**src/rtl/alu_seq.sv**
```systemverilog
`default_nettype none
// ============================================================================
// Module : alu_seq
// Brief  : Registered EX-stage ALU with valid/ready handshakes; iterative
//          unsigned MULTU/DIVU are built only when ALU_MULDIV_EN is defined.
// Rev    : 1.0
// ============================================================================
module alu_seq #(
  parameter int WIDTH = 32
) (
  input  logic             clk,
  input  logic             rst,
  input  logic             flush,
  input  logic             in_valid,
  output logic             in_ready,
  input  logic [3:0]       op,
  input  logic [WIDTH-1:0] a,
  input  logic [WIDTH-1:0] b,
  output logic             out_valid,
  input  logic             out_ready,
  output logic [WIDTH-1:0] out_lo,
  output logic [WIDTH-1:0] out_hi,
  output logic             zero,
  output logic             div0
);
  localparam int SW = $clog2(WIDTH);

  localparam logic [3:0] c_op_and  = 4'b0000;
  localparam logic [3:0] c_op_or   = 4'b0001;
  localparam logic [3:0] c_op_add  = 4'b0010;
  localparam logic [3:0] c_op_xor  = 4'b0011;
  localparam logic [3:0] c_op_sub  = 4'b0110;
  localparam logic [3:0] c_op_slt  = 4'b0111;
  localparam logic [3:0] c_op_sltu = 4'b1000;
  localparam logic [3:0] c_op_sll  = 4'b1001;
  localparam logic [3:0] c_op_srl  = 4'b1010;
  localparam logic [3:0] c_op_sra  = 4'b1011;
  localparam logic [3:0] c_op_nor  = 4'b1100;

  typedef enum logic [1:0] {
    S_IDLE = 2'd0,
    S_BUSY = 2'd1,
    S_DONE = 2'd2
  } state_t;

  state_t           r_state, w_state_nx;
  logic [WIDTH-1:0] r_lo, r_hi;
  logic             r_zero, r_div0;
  logic [WIDTH-1:0] w_sc_lo, w_sc_hi;
  logic             w_sc_div0;
  logic             w_acc, w_iter, w_last;
  logic [SW-1:0]    w_sh;

  assign w_sh = b[SW-1:0];

  always_comb begin
    w_sc_lo   = '0;
    w_sc_hi   = '0;
    w_sc_div0 = 1'b0;
    case (op)
      c_op_and:  w_sc_lo = a & b;
      c_op_or:   w_sc_lo = a | b;
      c_op_add:  w_sc_lo = a + b;
      c_op_xor:  w_sc_lo = a ^ b;
      c_op_sub:  w_sc_lo = a - b;
      c_op_slt:  w_sc_lo = {{(WIDTH-1){1'b0}}, $signed(a) < $signed(b)};
      c_op_sltu: w_sc_lo = {{(WIDTH-1){1'b0}}, a < b};
      c_op_sll:  w_sc_lo = a << w_sh;
      c_op_srl:  w_sc_lo = a >> w_sh;
      c_op_sra:  w_sc_lo = $signed(a) >>> w_sh;
      c_op_nor:  w_sc_lo = ~(a | b);
`ifdef ALU_MULDIV_EN
      // Reached in one cycle only for a zero divisor; other DIVUs iterate.
      4'b1110: begin
        w_sc_lo   = '1;
        w_sc_hi   = a;
        w_sc_div0 = 1'b1;
      end
`endif
      default: ;
    endcase
  end

`ifdef ALU_MULDIV_EN
  localparam int CW = SW + 1;
  localparam logic [3:0] c_op_multu = 4'b1101;
  localparam logic [3:0] c_op_divu  = 4'b1110;

  logic [CW-1:0]    r_cnt;
  logic [WIDTH-1:0] r_wlo, r_whi, r_wb;
  logic             r_mul;
  logic [WIDTH:0]   w_madd, w_rsh;
  logic [WIDTH-1:0] w_rsub, w_nlo, w_nhi;
  logic             w_ge;

  assign w_iter = (op == c_op_multu) || ((op == c_op_divu) && (b != '0));
  assign w_last = (r_state == S_BUSY) && (r_cnt == CW'(1));
  assign w_madd = {1'b0, r_whi} + (r_wlo[0] ? {1'b0, r_wb} : '0);
  assign w_rsh  = {r_whi, r_wlo[WIDTH-1]};
  assign w_ge   = w_rsh >= {1'b0, r_wb};
  // The true difference is below the divisor, so the low WIDTH bits suffice.
  assign w_rsub = w_rsh[WIDTH-1:0] - r_wb;

  always_comb begin
    if (r_mul) begin
      w_nhi = w_madd[WIDTH:1];
      w_nlo = {w_madd[0], r_wlo[WIDTH-1:1]};
    end else begin
      w_nhi = w_ge ? w_rsub : w_rsh[WIDTH-1:0];
      w_nlo = {r_wlo[WIDTH-2:0], w_ge};
    end
  end

  always_ff @(posedge clk or posedge rst) begin
    if (rst) begin
      r_cnt <= '0;
      r_wlo <= '0;
      r_whi <= '0;
      r_wb  <= '0;
      r_mul <= 1'b0;
    end else if (flush) begin
      r_cnt <= '0;
    end else if (w_acc && w_iter) begin
      r_wlo <= a;
      r_whi <= '0;
      r_wb  <= b;
      r_mul <= (op == c_op_multu);
      r_cnt <= CW'(WIDTH);
    end else if (r_state == S_BUSY) begin
      r_wlo <= w_nlo;
      r_whi <= w_nhi;
      r_cnt <= r_cnt - CW'(1);
    end
  end
`else
  assign w_iter = 1'b0;
  assign w_last = 1'b0;
`endif

  always_ff @(posedge clk or posedge rst) begin
    if (rst) begin
      r_state <= S_IDLE;
    end else begin
      r_state <= w_state_nx;
    end
  end

  always_comb begin
    w_state_nx = r_state;
    in_ready   = 1'b0;
    case (r_state)
      S_IDLE: in_ready = 1'b1;
      S_DONE: begin
        in_ready = out_ready;
        if (out_ready) w_state_nx = S_IDLE;
      end
      S_BUSY: if (w_last) w_state_nx = S_DONE;
      default: w_state_nx = S_IDLE;
    endcase
    if (flush) begin
      in_ready   = 1'b0;
      w_state_nx = S_IDLE;
    end else if (in_valid && in_ready) begin
      w_state_nx = w_iter ? S_BUSY : S_DONE;
    end
  end

  assign w_acc = in_valid & in_ready;

  // Result registers move only when a result completes, never on consumption.
  always_ff @(posedge clk or posedge rst) begin
    if (rst) begin
      r_lo   <= '0;
      r_hi   <= '0;
      r_zero <= 1'b0;
      r_div0 <= 1'b0;
    end else if (!flush) begin
      if (w_acc && !w_iter) begin
        r_lo   <= w_sc_lo;
        r_hi   <= w_sc_hi;
        r_zero <= (w_sc_lo == '0);
        r_div0 <= w_sc_div0;
      end
`ifdef ALU_MULDIV_EN
      else if (w_last) begin
        r_lo   <= w_nlo;
        r_hi   <= w_nhi;
        r_zero <= (w_nlo == '0);
        r_div0 <= 1'b0;
      end
`endif
    end
  end

  assign out_valid = (r_state == S_DONE);
  assign out_lo    = r_lo;
  assign out_hi    = r_hi;
  assign zero      = r_zero;
  assign div0      = r_div0;

endmodule
`default_nettype wire

```
**config.mk**
```make
export PLATFORM = sky130hd
export DESIGN_NAME = alu_seq
export DESIGN_NICKNAME = d
export VERILOG_FILES = /design/src/rtl/alu_seq.sv
export SDC_FILE = /design/constraint.sdc
export NUM_CORES = 1
export LEC_CHECK = 0
export ABC_AREA = 1
export CORE_ASPECT_RATIO = 1.2
export CORE_MARGIN = 10
export CORE_UTILIZATION = 55
export DETAILED_ROUTE_END_ITERATION = 8
export PLACE_DENSITY = 0.79
export REMOVE_ABC_BUFFERS = 1
export SETUP_SLACK_MARGIN = 0.1
export SYNTH_ARGS = -nofsm -noshare
export SYNTH_HDL_FRONTEND = slang
export SYNTH_SLANG_ARGS = --single-unit
```
**constraint.sdc**
```tcl
create_clock -name clk -period 4.65 [get_ports clk]
set_clock_uncertainty 0.15 [all_clocks]
set_input_delay 1.395 -clock clk [delete_from_list [all_inputs] [get_ports clk]]
set_output_delay 1.395 -clock clk [all_outputs]
set_load 0.03 [all_outputs]
```
==> Word-level counts from Yosys, hierarchy flattened <==
Index checks and enable logic that the tools add are counted.
{ "totals": {"word_cells": 44, "ff_bits": 35, "inputBits": 73} }
{ "op_classes": {"eq_ne": 14, "n_mux": 7, "n_shift": 3, "n_reduce_logical": 7, "n_bitwise": 6, "n_lt_le_gt_ge": 2, "addsub": 2} }
{ "ops": {"columns": ["cell", "n"], "rows": [
  ["case mux 32 bit (11 select lines)", 1],
  ["< comparator 32 bit", 2],
  ["adder 32 bit", 1],
  ["AND 32 bit", 1],
  ["logical NOT 32 bit", 1],
  ["NOT 32 bit", 1],
  ["bitwise OR 32 bit", 1],
  ["<< shifter 32 x 5 -> 32 bit", 1],
  [">> shifter 32 x 5 -> 32 bit", 1],
  [">>> shifter 32 x 5 -> 32 bit", 1],
  ["subtractor 32 bit", 1],
  ["bitwise XOR 32 bit", 1],
  ["== test 4 bit, second input constant", 5],
  ["== test 4 x 2 -> 1 bit, second input constant", 2],
  ["== test 4 x 3 -> 1 bit, second input constant", 2],
  ["two-way mux 2 bit", 3],
  ["== test 4 x 1 -> 1 bit, second input constant", 1],
  ["logical NOT 4 bit", 1],
  ["inequality test 4 x 2 -> 1 bit, second input constant", 1],
  ["case mux 2 bit (2 select lines)", 1],
  ["AND reduction 2 bit", 2],
  ["inequality test 3 x 1 -> 1 bit, second input constant", 1],
  ["== test 2 x 1 -> 1 bit, second input constant", 1],
  ["== test 2 bit, second input constant", 1],
  ["other kinds (7)", 7]
]} }

==> Depth between registers and ports, before layout <==
Gate-level depths: netlist of the first run.
{ "depth": {"word_depth": 5, "depth_mapped": 25, "depth_no_buf": 23} }

==> Worst setup path after synthesis of the first run <==
Ideal clock, no wire load.
{ "synth_timing": {"path_kind": "in2reg", "from": "input port b[4]", "to": "register r_zero, in the netlist zero", "path_buffers": 3, "arrival_time_ns": 3.712, "stages": 24, "slack_ns": 0.722, "setup_ns": 0.066, "cell_sequence": "clkbuf_1 inv_1 clkbuf_1 ha_1 buf_2 nor2_1 nand2_1 inv_1 nand2_1 nand2_1 nand2_1 nand2_1 nand2_1 nand2_1 nor2_1 nor2_1 nand2_1 nor2_1 nand2_1 nor2_1 nand2_1 nor2_1 nand2_1 nand2_1"} }
{ "synth_between": {"elab_chain_cells": 4, "word_cells_on_any_way": 13} }
{ "synth_lines": {"columns": ["element", "line", "rtl"], "rows": [
  ["start: declaration", "18", "input logic [WIDTH-1:0] b,"],
  ["parallel branches: the longest is 2 deep, another holds subtractor 32 bit", null, null],
  ["case mux 32 bit (11 select lines) (*)", "60", "case (op)"],
  ["logical NOT 32 bit (*)", "181", "r_zero <= (w_sc_lo == '0);"],
  ["end signal: assignment", "181", null],
  ["end: declaration", "48", "logic r_zero, r_div0;"]
]} }
Mark *: on every way between the ends.
A chain may end at the register's enable or synchronous reset.

==> Worst setup path after layout of the first run <==
{ "layout_timing": {"from": "input port b[3]", "to": "register r_zero, in the netlist zero"} }
Same word-level chain as after synthesis.

==> results.json, run 1 <==
{
  "status": "finished, final reports clean",
  "grt-ovfl-total": 0,
  "cp_cell_sequence": "clkdlybuf4s50_1 > inv_1 > ha_1 > buf_4 > o21bai_1 > nand2_1 > nand3_1 > nand2_1 > a21oi_1 > nor2_1 > nor2_1 > nand2_1 > inv_1 > nand3_1 > nor2_1 > nand2_1 > nor2_1 > nand2_1 > nand2_1",
  "yosys_warnings": 0,
  "die-area_sq_mm": 0.0277,
  "grt_use_total": 0.381,
  "crit_buf_inv": 4,
  "clk_latency_ps": 280,
  "hpwl_um": 46900,
  "timing.final.ws_setup_ps": 248,
  "seqPwrFrac": 0.154,
  "rsz0062_at_grt": "no",
  "diodes": 0,
  "end_kind": "flip-flop",
  "fin_crit_ps": 4400,
  "worst-setup-path-type": "input pin to flip-flop",
  "fp.dieW_um": 153,
  "initial_core_util": 0.561,
  "grt_max_degree": 72,
  "max_freq_mhz": 227,
  "yosys-top-cells-area": "nand2_1, nand3_1, ha_1, inv_1, dfrtp_1",
  "combPwrFrac": 0.715,
  "via_per_inst": 6.05,
  "crit_path_start_kind": "input pin",
  "port_buffers": 107,
  "die_h_um": 180,
  "wl_um": 56200,
  "gp_routability_congestion": 1.14,
  "layout.nets": 2664,
  "cts.sinks": 34,
  "cp_top_family": "simple AND/OR/NAND/NOR gates",
  "std_cell_rows": 58,
  "final.period_utilization": 0.947,
  "dp_slack_ps": -34.2,
  "synth_seq_cells": 34,
  "reg2reg_depth": 12,
  "ys_seq_area_frac": 0.0723,
  "syn2layout_area_growth_pct": 17.7,
  "htreeDepth": 2,
  "netlist_area_sq_mm": 0.0118,
  "critPathRequiredTime_ps": 4720,
  "cts_tree": "yes",
  "p_leak_nw": 7.81,
  "drc": 0,
  "post-synth-top-area-cell": "nand2_1",
  "wl_met2_um": 25100,
  "p_switching_mw": 1.28,
  "max_cap_violations": 0,
  "first_iter_violations": 2382,
  "grt_pass1_wl_um": 84900,
  "ioPinCount": 141,
  "vias": 16700,
  "core_sq_mm": 0.0210,
  "numCtsBuffers": 5,
  "r2r-start": "r_state[1]$_DFFE_PP0P_",
  "cts-root-buf": "clkbuf_16",
  "hold_viol": 0,
  "clockBufferDepth": 2,
  "pwr-share-clk": 0.131,
  "wire_per_inst_um": 20.3,
  "irDropWorstVdd_uv": 344,
  "syn_avg_cell_area_sq_um": 5.02,
  "postRouteAntennaNets": 0,
  "cp_max_fo": 7,
  "wl_met3_um": 6840,
  "worst_pin_slew_ps": 690,
  "crit_arrival_ps": 4480,
  "power.share.switching": 0.535,
  "synth_top_cell_area_share": 0.276,
  "fillers": 2155,
  "finalSetupViolCount": 0,
  "crit_slowest_cell": "clkdlybuf4s50_1",
  "drtPass1Iterations": 9,
  "internal_power_mw": 1.11,
  "dpl.cell_count": 2755,
  "drv_slew": 0,
  "ff_latch_area_sq_um": 851,
  "path_depth": 19,
  "clkSlewWorstSetupHoldPaths_ps": 50,
  "synth_edf_count": 0,
  "r2r-end": "zero$_DFFE_PP0P_",
  "hp-class": "flip-flop to flip-flop",
  "ys_types": 41,
  "postCtsHoldBufs": 0,
  "drive_above_1_share": 0.0670,
  "postSynthCellCount": 2344,
  "stdcell_count": 2762,
  "cpMostUsedCell": "nand2_1",
  "grt_pass1_vias": 15400,
  "synth_ff_type": "dfrtp_1",
  "cp_slowest_stage_delay_ps": 600,
  "wl_met1_um": 19900,
  "multi_input_area_sq_mm": 0.00925,
  "synth-async-reset-ratio": 1.00,
  "antenna_found_initial": 0,
  "worstSetupStartpoint": "b[3]",
  "r2r_slack_ps": 2650,
  "highest_layer": "met4",
  "slew_headroom": 0.537,
  "endpoint": "zero$_DFFE_PP0P_",
  "p_per_area_mw_per_mm2": 173
}
[layer usage]
layer | vias up | GRT usage
li1 | 7730 | -
met1 | 7469 | 0.453
met2 | 1232 | 0.621
met3 | 288 | 0.0609
met4 | 0 | 0.250
met5 | - | 0
[flip-flops by register name, summed over array words and instances (netlist names)]
register / flops
zero: 1
r_state: 1
out_lo: 32
[worst min path at each step]
| stage | start | endpoint | slack [ps] | depth (start not counted) |
|---|---|---|---|---|
| 5_1_grt | out_lo[27]$_DFFE_PP0P_ | out_lo[27]$_DFFE_PP0P_ | 350 | 2 |
| 4_1_cts | out_lo[8]$_DFFE_PP0P_ | out_lo[8]$_DFFE_PP0P_ | 330 | 2 |
| 6_report | out_lo[31]$_DFFE_PP0P_ | out_lo[31]$_DFFE_PP0P_ | 320 | 2 |
| 3_5_place_dp | out_lo[14]$_DFFE_PP0P_ | out_lo[14]$_DFFE_PP0P_ | 310 | 2 |
| 2_1_floorplan | zero$_DFFE_PP0P_ | zero$_DFFE_PP0P_ | 510 | 2 |
| 3_3_place_gp | out_lo[8]$_DFFE_PP0P_ | out_lo[8]$_DFFE_PP0P_ | 310 | 2 |
[metrics by stage]
stage                     power (mW)  setup TNS [ps]  utilization  area [sq um]  hold slack (ps)
after global routing            2.54               0        0.660         13800              348
after global placement          2.00           -8.25        0.653         13700              312
after floorplan                 1.32               0            -         11200              514
after CTS                       2.33               0        0.659         13800              328
after detailed placement        2.02           -34.2        0.653         13700              314
final                           2.39               0        0.660         13800              324
[cell usage in the layout (no fill, tap or decap), drive strengths merged, types with 9 or more instances in the layout]
master         synthesis  final
nand2                871    871
nand3                415    415
inv                  291    291
nor2                 214    214
buf                   98    137
clkdlybuf4s50          0    104
ha                    97     97
a21oi                 86     86
o21ai                 55     55
dfrtp                 34     34
conb                   1     33
nand4                 32     32
o22ai                 24     24
nor3                  18     18
o211ai                11     11
o21bai                10     10
nand3b                 9      9
a211oi                 9      9
[power by group through the flow]
stage	combinational [mW]	clock, mW	sequential (mW)
2_1_floorplan	0.855	0	0.469
3_3_place_gp	1.63	0	0.371
3_5_place_dp	1.64	0	0.374
4_1_cts	1.65	0.314	0.370
5_1_grt	1.84	0.327	0.376
6_report	1.71	0.314	0.369
[worst min-delay path, delay by kind of cell, from the launching register on]
family | cells | cell delay, ps
flops | 1 | 340
simple gates | 2 | 100
[cells in the mapped netlist, types with 7 or more instances]
| master | n |
|---|---|
| buf_4 | 36 |
| inv_2 | 7 |
| nand3b_1 | 9 |
| inv_1 | 284 |
| nand4_1 | 32 |
| a21oi_1 | 86 |
| nor3_1 | 17 |
| ha_1 | 97 |
| o21bai_1 | 10 |
| dfrtp_1 | 34 |
| nand2_1 | 866 |
| clkbuf_1 | 35 |
| a211oi_1 | 9 |
| o211ai_1 | 11 |
| buf_1 | 8 |
| nand3_1 | 415 |
| o21ai_0 | 51 |
| nor2_1 | 211 |
| buf_2 | 54 |
| o22ai_1 | 24 |
[area by class of cell]
| class | instances | share of cell area |
|---|---|---|
| Clock buffer | 7 | 0.00958 |
| Inverter | 291 | 0.0789 |
| Multi-Input combinational cell | 1918 | 0.668 |
| Sequential cell | 34 | 0.0615 |
| Tap cell | 270 | 0.0244 |
| Timing Repair Buffer | 242 | 0.157 |
[logic make-up after synthesis]
group           Yosys count  share of synthesized area
compound gates          208                      0.101
xor+xnor                  5                    0.00372
simple gates           1573                      0.564
buf+inv                 424                      0.153
fa+ha+maj                99                      0.107
flops                    34                     0.0723
other cells               1                   0.000319
[what timing repair did]
item	4_1_cts	5_1_grt
setup buffers	0	0
gates resized for setup	0	5
endpoints found under the setup margin	0	1
Power figures use the tool's default switching activity.
==> run 2: changes to the inputs <==
- CTS_CLUSTER_DIAMETER: unset -> 40
- GPL_TIMING_DRIVEN: unset -> 0
==> run 2 against run 1 <==
Die area unchanged. Utilization shrank 3.4 points. Register-to-register slack got worse by 730 ps. Design area shrank 5.2%. Sequential share of layout area grew 0.34 points. Combinational power is 5% lower.
==> results.json, run 2 (synthesis results as in run 1) <==
{
  "p_total_mw": 2.34,
  "fp.dieW_um": 153,
  "die_h_um": 180,
  "wl_um": 55800,
  "cts.sinks": 34,
  "finalSetupViolCount": 0,
  "hp-class": "flip-flop to flip-flop",
  "stdcell_count": 2641,
  "gp_routability_congestion": 1.06,
  "finalSetupTns_ps": 0,
  "end_kind": "flip-flop",
  "layout.nets": 2542,
  "irDropWorstVdd_uv": 381,
  "p_leak_nw": 7.30,
  "final_common_cell": "nand2_1",
  "cp_slowest_stage_delay_ps": 630,
  "initial_core_util": 0.561,
  "post_dp_cell_area_sq_mm": 0.0127,
  "core_sq_mm": 0.0210,
  "grt-ovfl-total": 0,
  "ioPinCount": 141,
  "max_cap_violations": 0,
  "cts-root-buf": "clkbuf_16",
  "slew_headroom": 0.317,
  "crit_path_start_kind": "input pin",
  "postRouteAntennaNets": 0,
  "max_freq_mhz": 224,
  "drive_above_1_share": 0.0405,
  "cp_cell_sequence": "clkdlybuf4s50_1 > inv_1 > ha_2 > nand2_1 > nor2_1 > inv_1 > nor2_2 > and2_1 > nand2_1 > nand2_1 > nand2_1 > nand3_1 > nand2_1 > nor2_1 > nand2_1 > nor2_1 > nand2_1 > nor2_1 > nand2_1 > nand2_1",
  "p_per_area_mw_per_mm2": 178,
  "clockBufferDepth": 2,
  "cts_tree": "yes",
  "wire_per_inst_um": 21.1,
  "cp_max_fo": 8,
  "hold_viol": 0,
  "critPathRequiredTime_ps": 4730,
  "crit_arrival_ps": 4560,
  "grt_pass1_wl_um": 82800,
  "std_cell_rows": 58,
  "diodes": 0,
  "clkSlewWorstSetupHoldPaths_ps": 50,
  "grt_max_degree": 75,
  "numCtsBuffers": 5,
  "fin_crit_ps": 4470,
  "grt_pass1_vias": 14800,
  "antenna_found_initial": 0,
  "finalCoreUtilization": 0.626,
  "via_per_inst": 6.17,
  "whs_ps": 327,
  "timing.final.ws_setup_ps": 177,
  "syn2layout_area_growth_pct": 11.6,
  "rsz0062_at_grt": "no",
  "hpwl_um": 43500,
  "drv_slew": 0,
  "grt_use_total": 0.373,
  "cp_top_family": "simple AND/OR/NAND/NOR gates",
  "first_iter_violations": 2031,
  "worst_pin_slew_ps": 1020,
  "final.period_utilization": 0.962,
  "dpl.cell_count": 2625,
  "vias": 16300,
  "die-area_sq_mm": 0.0277,
  "htreeDepth": 2,
  "clk_latency_ps": 290,
  "status": "finished, final reports clean",
  "postCtsHoldBufs": 0,
  "port_buffers": 107,
  "crit_slowest_cell": "clkdlybuf4s50_1",
  "drc": 0,
  "largest_reg_flops": 32,
  "stdcell_area_sq_mm": 0.0131,
  "layout_common_cells": "nand2_1, nand3_1, inv_1",
  "dp_slack_ps": -1360,
  "drtPass1Iterations": 9,
  "worst-setup-path-type": "input pin to flip-flop",
  "cpMostUsedCell": "nand2_1",
  "crit_buf_inv": 3
}
run 2: cell types whose count changed in the layout (fill, tap and decap cells not counted), sizes merged, moves of 2 or more:
| cell | change |
|---|---|
| clkinvlp | +5 |
| clkbuf | +2 |
| clkdlybuf4s50 | -13 |
| dlymetal6s2s | +9 |
| buf | -125 |
| inv | -2 |
run 2: worst paths after layout:
path / slack [ps] / end / start / depth (start not counted)
setup / recovery: 180 / zero$_DFFE_PP0P_ / a[18] / 20
hold / removal: 330 / out_lo[29]$_DFFE_PP0P_ / out_lo[29]$_DFFE_PP0P_ / 2
setup reg to reg: 1920 / zero$_DFFE_PP0P_ / r_state[1]$_DFFE_PP0P_ / 11
hold reg to reg: 330 / out_lo[29]$_DFFE_PP0P_ / out_lo[29]$_DFFE_PP0P_ / 2
max in group asynchronous: 2510 / out_lo[27]$_DFFE_PP0P_ / rst / 2
min in group asynchronous: 1400 / out_lo[16]$_DFFE_PP0P_ / rst / 2
run 2: repair_timing:
action / CTS / global route
pin swaps: 0 / 1
gates cloned: 1 / 4
hold endpoints to repair: 0 / 0
setup buffers: 1 / 2
resized for setup: 19 / 61
endpoints found under the setup margin: 33 / 8
run 2: per-layer routing:
| layer | part of all wire | GRT usage | vias up |
|---|---|---|---|
| met5 | 0 | 0 | - |
| met4 | 0.071 | 0.216 | 0 |
| met3 | 0.11 | 0.0578 | 272 |
| met2 | 0.46 | 0.622 | 1164 |
| met1 | 0.36 | 0.441 | 7345 |
| li1 | - | - | 7513 |
run 2: area by class of cell:
type / count / area, sq um
clock buffers: 7 / 143
clock inverters: 1 / 5.00
fillers: 2240 / 7850
inverters: 291 / 1110
multi-input cells: 1919 / 9410
flip-flops and latches: 34 / 851
well taps: 270 / 338
repair buffers: 116 / 1250
repair inverters: 3 / 17.5
run 2: tightest hold or removal path, stage by stage, from the launching register on:
cell	delay [ps]
dfrtp_1	340
nand2_1	50
nand2_1	50
run 2: where the power goes:
| group | internal, mW | switching (mW) | leakage, nW |
|---|---|---|---|
| clock | 0.212 | 0.130 | 0.0739 |
| sequential | 0.344 | 0.0276 | 0.445 |
| combinational | 0.495 | 1.13 | 6.78 |
| total | 1.05 | 1.29 | 7.30 |
